`src/rtl/score_digit_ctrl.sv`:
```
// ============================================================================
// Module      : score_digit_ctrl
// Description : Sequences one glyph renderer across a 3-digit decimal readout;
//               per-frame double-dabble BCD conversion and 2-stage pixel path.
// Revision    : 1.0 - initial release
// ============================================================================
`default_nettype none

module score_digit_ctrl #(
    parameter logic [9:0] ORIGIN_X = 10'd280,
    parameter logic [8:0] ORIGIN_Y = 9'd220,
    parameter int         CELL_W   = 16,
    parameter int         CELL_H   = 24,
    parameter int         BLANK_LZ = 1
) (
    input  logic       clk,
    input  logic       reset,
    input  logic [7:0] i_value,
    input  logic       i_frame_stb,
    input  logic [9:0] i_x,
    input  logic [8:0] i_y,
    input  logic       i_glyph_px,
    output logic [3:0] o_num,
    output logic [9:0] o_gx,
    output logic [8:0] o_gy,
    output logic       o_cell_active,
    output logic       o_draw,
    output logic       o_busy
);

    typedef enum logic [1:0] {
        S_IDLE   = 2'd0,
        S_CONV   = 2'd1,
        S_COMMIT = 2'd2
    } state_t;

    localparam logic [10:0] c_XB0 = 11'(ORIGIN_X);
    localparam logic [10:0] c_XB1 = 11'(int'(ORIGIN_X) + CELL_W);
    localparam logic [10:0] c_XB2 = 11'(int'(ORIGIN_X) + 2 * CELL_W);
    localparam logic [10:0] c_XB3 = 11'(int'(ORIGIN_X) + 3 * CELL_W);
    localparam logic [9:0]  c_YB0 = 10'(ORIGIN_Y);
    localparam logic [9:0]  c_YB1 = 10'(int'(ORIGIN_Y) + CELL_H);
    localparam logic [9:0]  c_GX1 = 10'(int'(ORIGIN_X) + CELL_W);
    localparam logic [9:0]  c_GX2 = 10'(int'(ORIGIN_X) + 2 * CELL_W);

    state_t      r_state;
    logic [7:0]  r_bin;
    logic [11:0] r_bcd;
    logic [2:0]  r_cnt;
    logic [3:0]  r_d2, r_d1, r_d0;
    logic [3:0]  r_num;
    logic [9:0]  r_gx;
    logic [8:0]  r_gy;
    logic        r_act;
    logic        r_draw;

    // Hundreds never exceeds 2 for an 8-bit input, so three bits suffice there.
    logic [2:0]  w_adj_h;
    logic [3:0]  w_adj_t, w_adj_o;
    assign w_adj_h = (r_bcd[10:8] >= 3'd5) ? r_bcd[10:8] + 3'd3 : r_bcd[10:8];
    assign w_adj_t = (r_bcd[7:4]  >= 4'd5) ? r_bcd[7:4]  + 4'd3 : r_bcd[7:4];
    assign w_adj_o = (r_bcd[3:0]  >= 4'd5) ? r_bcd[3:0]  + 4'd3 : r_bcd[3:0];

    always_ff @(posedge clk) begin
        if (reset) begin
            r_state <= S_IDLE;
            r_bin   <= '0;
            r_bcd   <= '0;
            r_cnt   <= '0;
            r_d2    <= '0;
            r_d1    <= '0;
            r_d0    <= '0;
        end else begin
            case (r_state)
                S_IDLE: begin
                    if (i_frame_stb) begin
                        r_bin   <= i_value;
                        r_bcd   <= '0;
                        r_cnt   <= '0;
                        r_state <= S_CONV;
                    end
                end
                S_CONV: begin
                    {r_bcd, r_bin} <= {w_adj_h, w_adj_t, w_adj_o, r_bin, 1'b0};
                    r_cnt          <= r_cnt + 3'd1;
                    if (r_cnt == 3'd7) begin
                        r_state <= S_COMMIT;
                    end
                end
                S_COMMIT: begin
                    r_d2    <= r_bcd[11:8];
                    r_d1    <= r_bcd[7:4];
                    r_d0    <= r_bcd[3:0];
                    r_state <= S_IDLE;
                end
                default: r_state <= S_IDLE;
            endcase
        end
    end

    logic [10:0] w_x;
    logic [9:0]  w_y;
    logic        w_in_y, w_c0, w_c1, w_c2;
    logic        w_blank0, w_blank1;
    logic [8:0]  w_gy;

    assign w_x      = {1'b0, i_x};
    assign w_y      = {1'b0, i_y};
    assign w_in_y   = (w_y >= c_YB0) && (w_y < c_YB1);
    assign w_c0     = w_in_y && (w_x >= c_XB0) && (w_x < c_XB1);
    assign w_c1     = w_in_y && (w_x >= c_XB1) && (w_x < c_XB2);
    assign w_c2     = w_in_y && (w_x >= c_XB2) && (w_x < c_XB3);
    assign w_blank0 = (BLANK_LZ != 0) && (r_d2 == 4'd0);
    assign w_blank1 = w_blank0 && (r_d1 == 4'd0);
    assign w_gy     = i_y - ORIGIN_Y;

    always_ff @(posedge clk) begin
        if (reset) begin
            r_num  <= '0;
            r_gx   <= '0;
            r_gy   <= '0;
            r_act  <= 1'b0;
            r_draw <= 1'b0;
        end else begin
            r_num  <= '0;
            r_gx   <= '0;
            r_gy   <= '0;
            r_act  <= 1'b0;
            r_draw <= r_act & i_glyph_px;
            if (w_c0) begin
                r_num <= r_d2;
                r_gx  <= i_x - ORIGIN_X;
                r_gy  <= w_gy;
                r_act <= !w_blank0;
            end else if (w_c1) begin
                r_num <= r_d1;
                r_gx  <= i_x - c_GX1;
                r_gy  <= w_gy;
                r_act <= !w_blank1;
            end else if (w_c2) begin
                r_num <= r_d0;
                r_gx  <= i_x - c_GX2;
                r_gy  <= w_gy;
                r_act <= 1'b1;
            end
        end
    end

    assign o_num         = r_num;
    assign o_gx          = r_gx;
    assign o_gy          = r_gy;
    assign o_cell_active = r_act;
    assign o_draw        = r_draw;
    assign o_busy        = (r_state != S_IDLE);

endmodule

`default_nettype wire

```
`config.mk`:
```
export PLATFORM = sky130hd
export DESIGN_NAME = score_digit_ctrl
export DESIGN_NICKNAME = d
export VERILOG_FILES = /design/src/rtl/score_digit_ctrl.sv
export SDC_FILE = /design/constraint.sdc
export NUM_CORES = 1
export LEC_CHECK = 0
export ABC_AREA = 1
export BUFFER_PORTS_ARGS = -buffer_cell sky130_fd_sc_hd__buf_2
export CORE_UTILIZATION = 55
export DETAILED_ROUTE_END_ITERATION = 10
export GPL_ROUTABILITY_DRIVEN = 0
export GPL_TIMING_DRIVEN = 1
export HOLD_SLACK_MARGIN = 0.12
export PLACE_DENSITY = 0.83
export SLEW_MARGIN = 10
export SYNTH_ARGS = -nofsm -noshare
export SYNTH_HDL_FRONTEND = slang
export SYNTH_SLANG_ARGS = --single-unit
```
`constraint.sdc`:
```
create_clock -name clk -period 1.85 [get_ports clk]
set_input_delay 0.185 -clock clk [delete_from_list [all_inputs] [get_ports clk]]
set_output_delay 0.185 -clock clk [all_outputs]
set_load 0.02 [all_outputs]
```
==> flow_metrics.tcl <==
set metrics [dict create \
    outcome "finished, final reports clean" \
    n_antenna_cell 0 \
    placedCellCount 514 \
    drv_cap 0 \
    grt-ovfl-total 0 \
    finalNonFillerCells 545 \
    cp_num_buf_inv 4 \
    grt_pass1_wl_um 11560 \
    place_area_sq_um 3432 \
    critPathRequiredTime_ns 2.13 \
    nFillCells 392 \
    r2r-end "r_bcd[10]" \
    synth_enable_flop_cells 0 \
    finalCritPeriodShare_pct 91.81 \
    fin_util_pct 72.19 \
    drv_slew 0 \
    netlist_top_cells_area "dfxtp_1, nand2_1, a21oi_1" \
    worstSetupEndpointType "flop" \
    worst-path-stages 12 \
    critPathSlowestCell "dlygate4sd3_1" \
    drt-total-wl_um 6912 \
    crit_chain "dlygate4sd3_1, buf_2, inv_1, nand2_1, nor2_2, nand3_1, nand2_1, nand4_2, nand3_2, nand2_2, buf_4, a21oi_2" \
    syn_avg_cell_area_sq_um 7.788 \
    final.setup.tns_ns 0 \
    cp.arrival_ns 1.98 \
    avgViaCountPerCell 5.194 \
    grtUsageTotal_pct 24.78 \
    netlist_instances 396 \
    antenna_found_initial 0 \
    wl_per_cell_um 12.68 \
    cp-startpoint "i_x[0]" \
    cpPeakStageDelay_ns 0.53 \
    die_w_um 76.89 \
    ys.flop_type "dfxtp_1" \
    cts-root-buf "clkbuf_8" \
    clock-sinks 62 \
    hold_path_class "input port to flop" \
    cp_max_fo 9 \
    yosysSeqAreaShare_pct 40.24 \
    reg2regPathDepth 5 \
    syn-num-nets 439 \
    h-tree-depth 3 \
    path_clk_slew_ns 0.07 \
    crit_type "input port to flop" \
    cp_common_cell "nand2_1" \
    drc 0 \
    clock_skew_ns 0.006521 \
    clk_latency_ns 0.34 \
    finalHoldViolCount 0 \
    cts_made_buffers 9 \
    start_kind "input port" \
    firstDrtPassIters 4 \
    yosysMostFrequentCell "nand2_1" \
    r2r_setup_slack_ns 0.38 \
    yosysUniqueCellTypes 42 \
    cts_buffer_depth 2 \
    ios 57 \
    finalSetupViolations 0 \
    hp-start "i_value[6]" \
    synth_top_area_cell "dfxtp_1" \
    grt_pass1_vias 2695 \
    fp.dieArea_sq_um 5911 \
    core_area_sq_um 5238 \
    ys_warn_count 0 \
    hpwl_um 4799 \
    drtIter0Drc 148 \
    max_freq_mhz 588.8 \
    power_density_nw_per_um2 779.8 \
    synth_top_area_share_pct 40.24 \
    syn_area_sq_um 3084 \
    num_vias 2831 \
    power.leakage_nw 1.748 \
    async_flop_share_pct 0 \
    relSlewSlack_pct 70.78 \
    post_route_cells_drive_above_1_share_pct 26.11 \
    fin_area_sq_um 3781 \
    grt_max_degree 25 \
    cts_tree "done" \
    port_buffers 56 \
    synth.top_cells.by_count "nand2_1, dfxtp_1, inv_1, a21oi_1, nor2_1" \
    worst_slew_pin_slew_ns 0.4379 \
    timing.rr.start "r_bcd[9]" \
    fin_nets 513 \
    path_delay_family "buffers and inverters" \
    hold_end "r_bin[6]" \
    antenna_left 0 \
    area_growth_pct 22.60 \
    fin_crit_ns 1.698 \
    min_path_cells 3 \
    num_rows 26 \
    ir_worst_vdd_mv 0.6133 \
    initial_utilization_pct 58.89 \
    ys_ff_latch 62 \
    rsz0062_at_grt "no" \
    die_y_um 76.89 \
]
==> routing by layer <==
layer  wire length (um)  global-route usage (%)
met2               3337                   41.88
met4                233                   14.62
met3                340                   5.714
met5                  0                       0
met1               3000                   28.40
==> registers in the layout, indices dropped and copies added, names as in the netlist, 3 cells and up <==
signal and count:
r_bcd 12, o_gx 10, o_gy 9, r_bin 8, o_num 4, r_d0 4, r_d1 4, r_d2 4
r_cnt 3
==> what timing repair did <==
item,CTS,global route
buffers inserted,0,1
setup endpoints to repair,0,3
hold endpoints to repair,14,0
resized for setup,0,0
hold buffers,14,0
==> power breakdown <==
part           switching, mW  leakage [nW]  internal, mW
registers             0.0152         0.503          1.37
clock network          0.515        0.0996         0.694
logic                  0.224          1.15         0.133
==> metrics by stage <==
step,power (mW),hold slack (ns),worst slack [ns]
after global placement,1.729,0.3989,0.1759
final,2.949,0.1527,0.1515
after CTS,2.960,0.1433,0.1469
after detailed placement,1.740,0.4071,0.09819
after global routing,3.071,0.1876,0.007286
after floorplan,1.633,0.2519,0.4552
==> logic make-up after synthesis <==
| family | share of synthesized area (%) |
|---|---|
| AO/OA/AOI/OAI | 16.15 |
| adder cells (fa/ha/maj) | 4.868 |
| AND/OR/NAND/NOR | 29.01 |
| buffers and inverters | 7.749 |
| XOR/XNOR | 1.988 |
| flip-flops | 40.24 |
==> worst max-delay path by stage <==
stage	endpoint	slack (ns)
finish	o_gy[7]	0.15
global route	o_num[1]	0.007
CTS	o_gy[7]	0.15
detailed placement	o_gy[8]	0.1
global placement	o_gy[7]	0.18
floorplan	o_gy[8]	0.46
==> tightest hold or removal path, cell delays in order <==
cell     delay [ns]
buf_2          0.08
o22ai_1        0.06
a21oi_1        0.13
==> layout by cell type (no fill, tap or decap), drive strengths merged, types with 2 or more instances in the layout <==
cell type	synthesis	routed
buf	3	63
nand2	77	77
inv	44	44
dlygate4sd3	0	14
nor4	2	2
clkbuf	11	13
nand4	7	7
o21ai	34	34
o22ai	2	2
or2	2	2
xor2	6	6
a32o	4	4
a21oi	39	39
nand3	24	24
nor3	2	2
a31oi	5	5
clkinv	1	2
ha	12	12
nor2	52	52
dfxtp	62	62
==> cell type report <==
cell class                 count  area [sq um]  share of cell area (%)
clock buffer                  13         158.9                   4.203
clock inverter                 3         42.54                   1.125
inverter                      45         173.9                   4.600
multi-input combinational    275          1604                   42.42
sequential                    62          1241                   32.83
tap                           70         87.58                   2.316
timing repair buffer          77         473.0                   12.51
No activity file was read; power rests on OpenSTA's default activity.
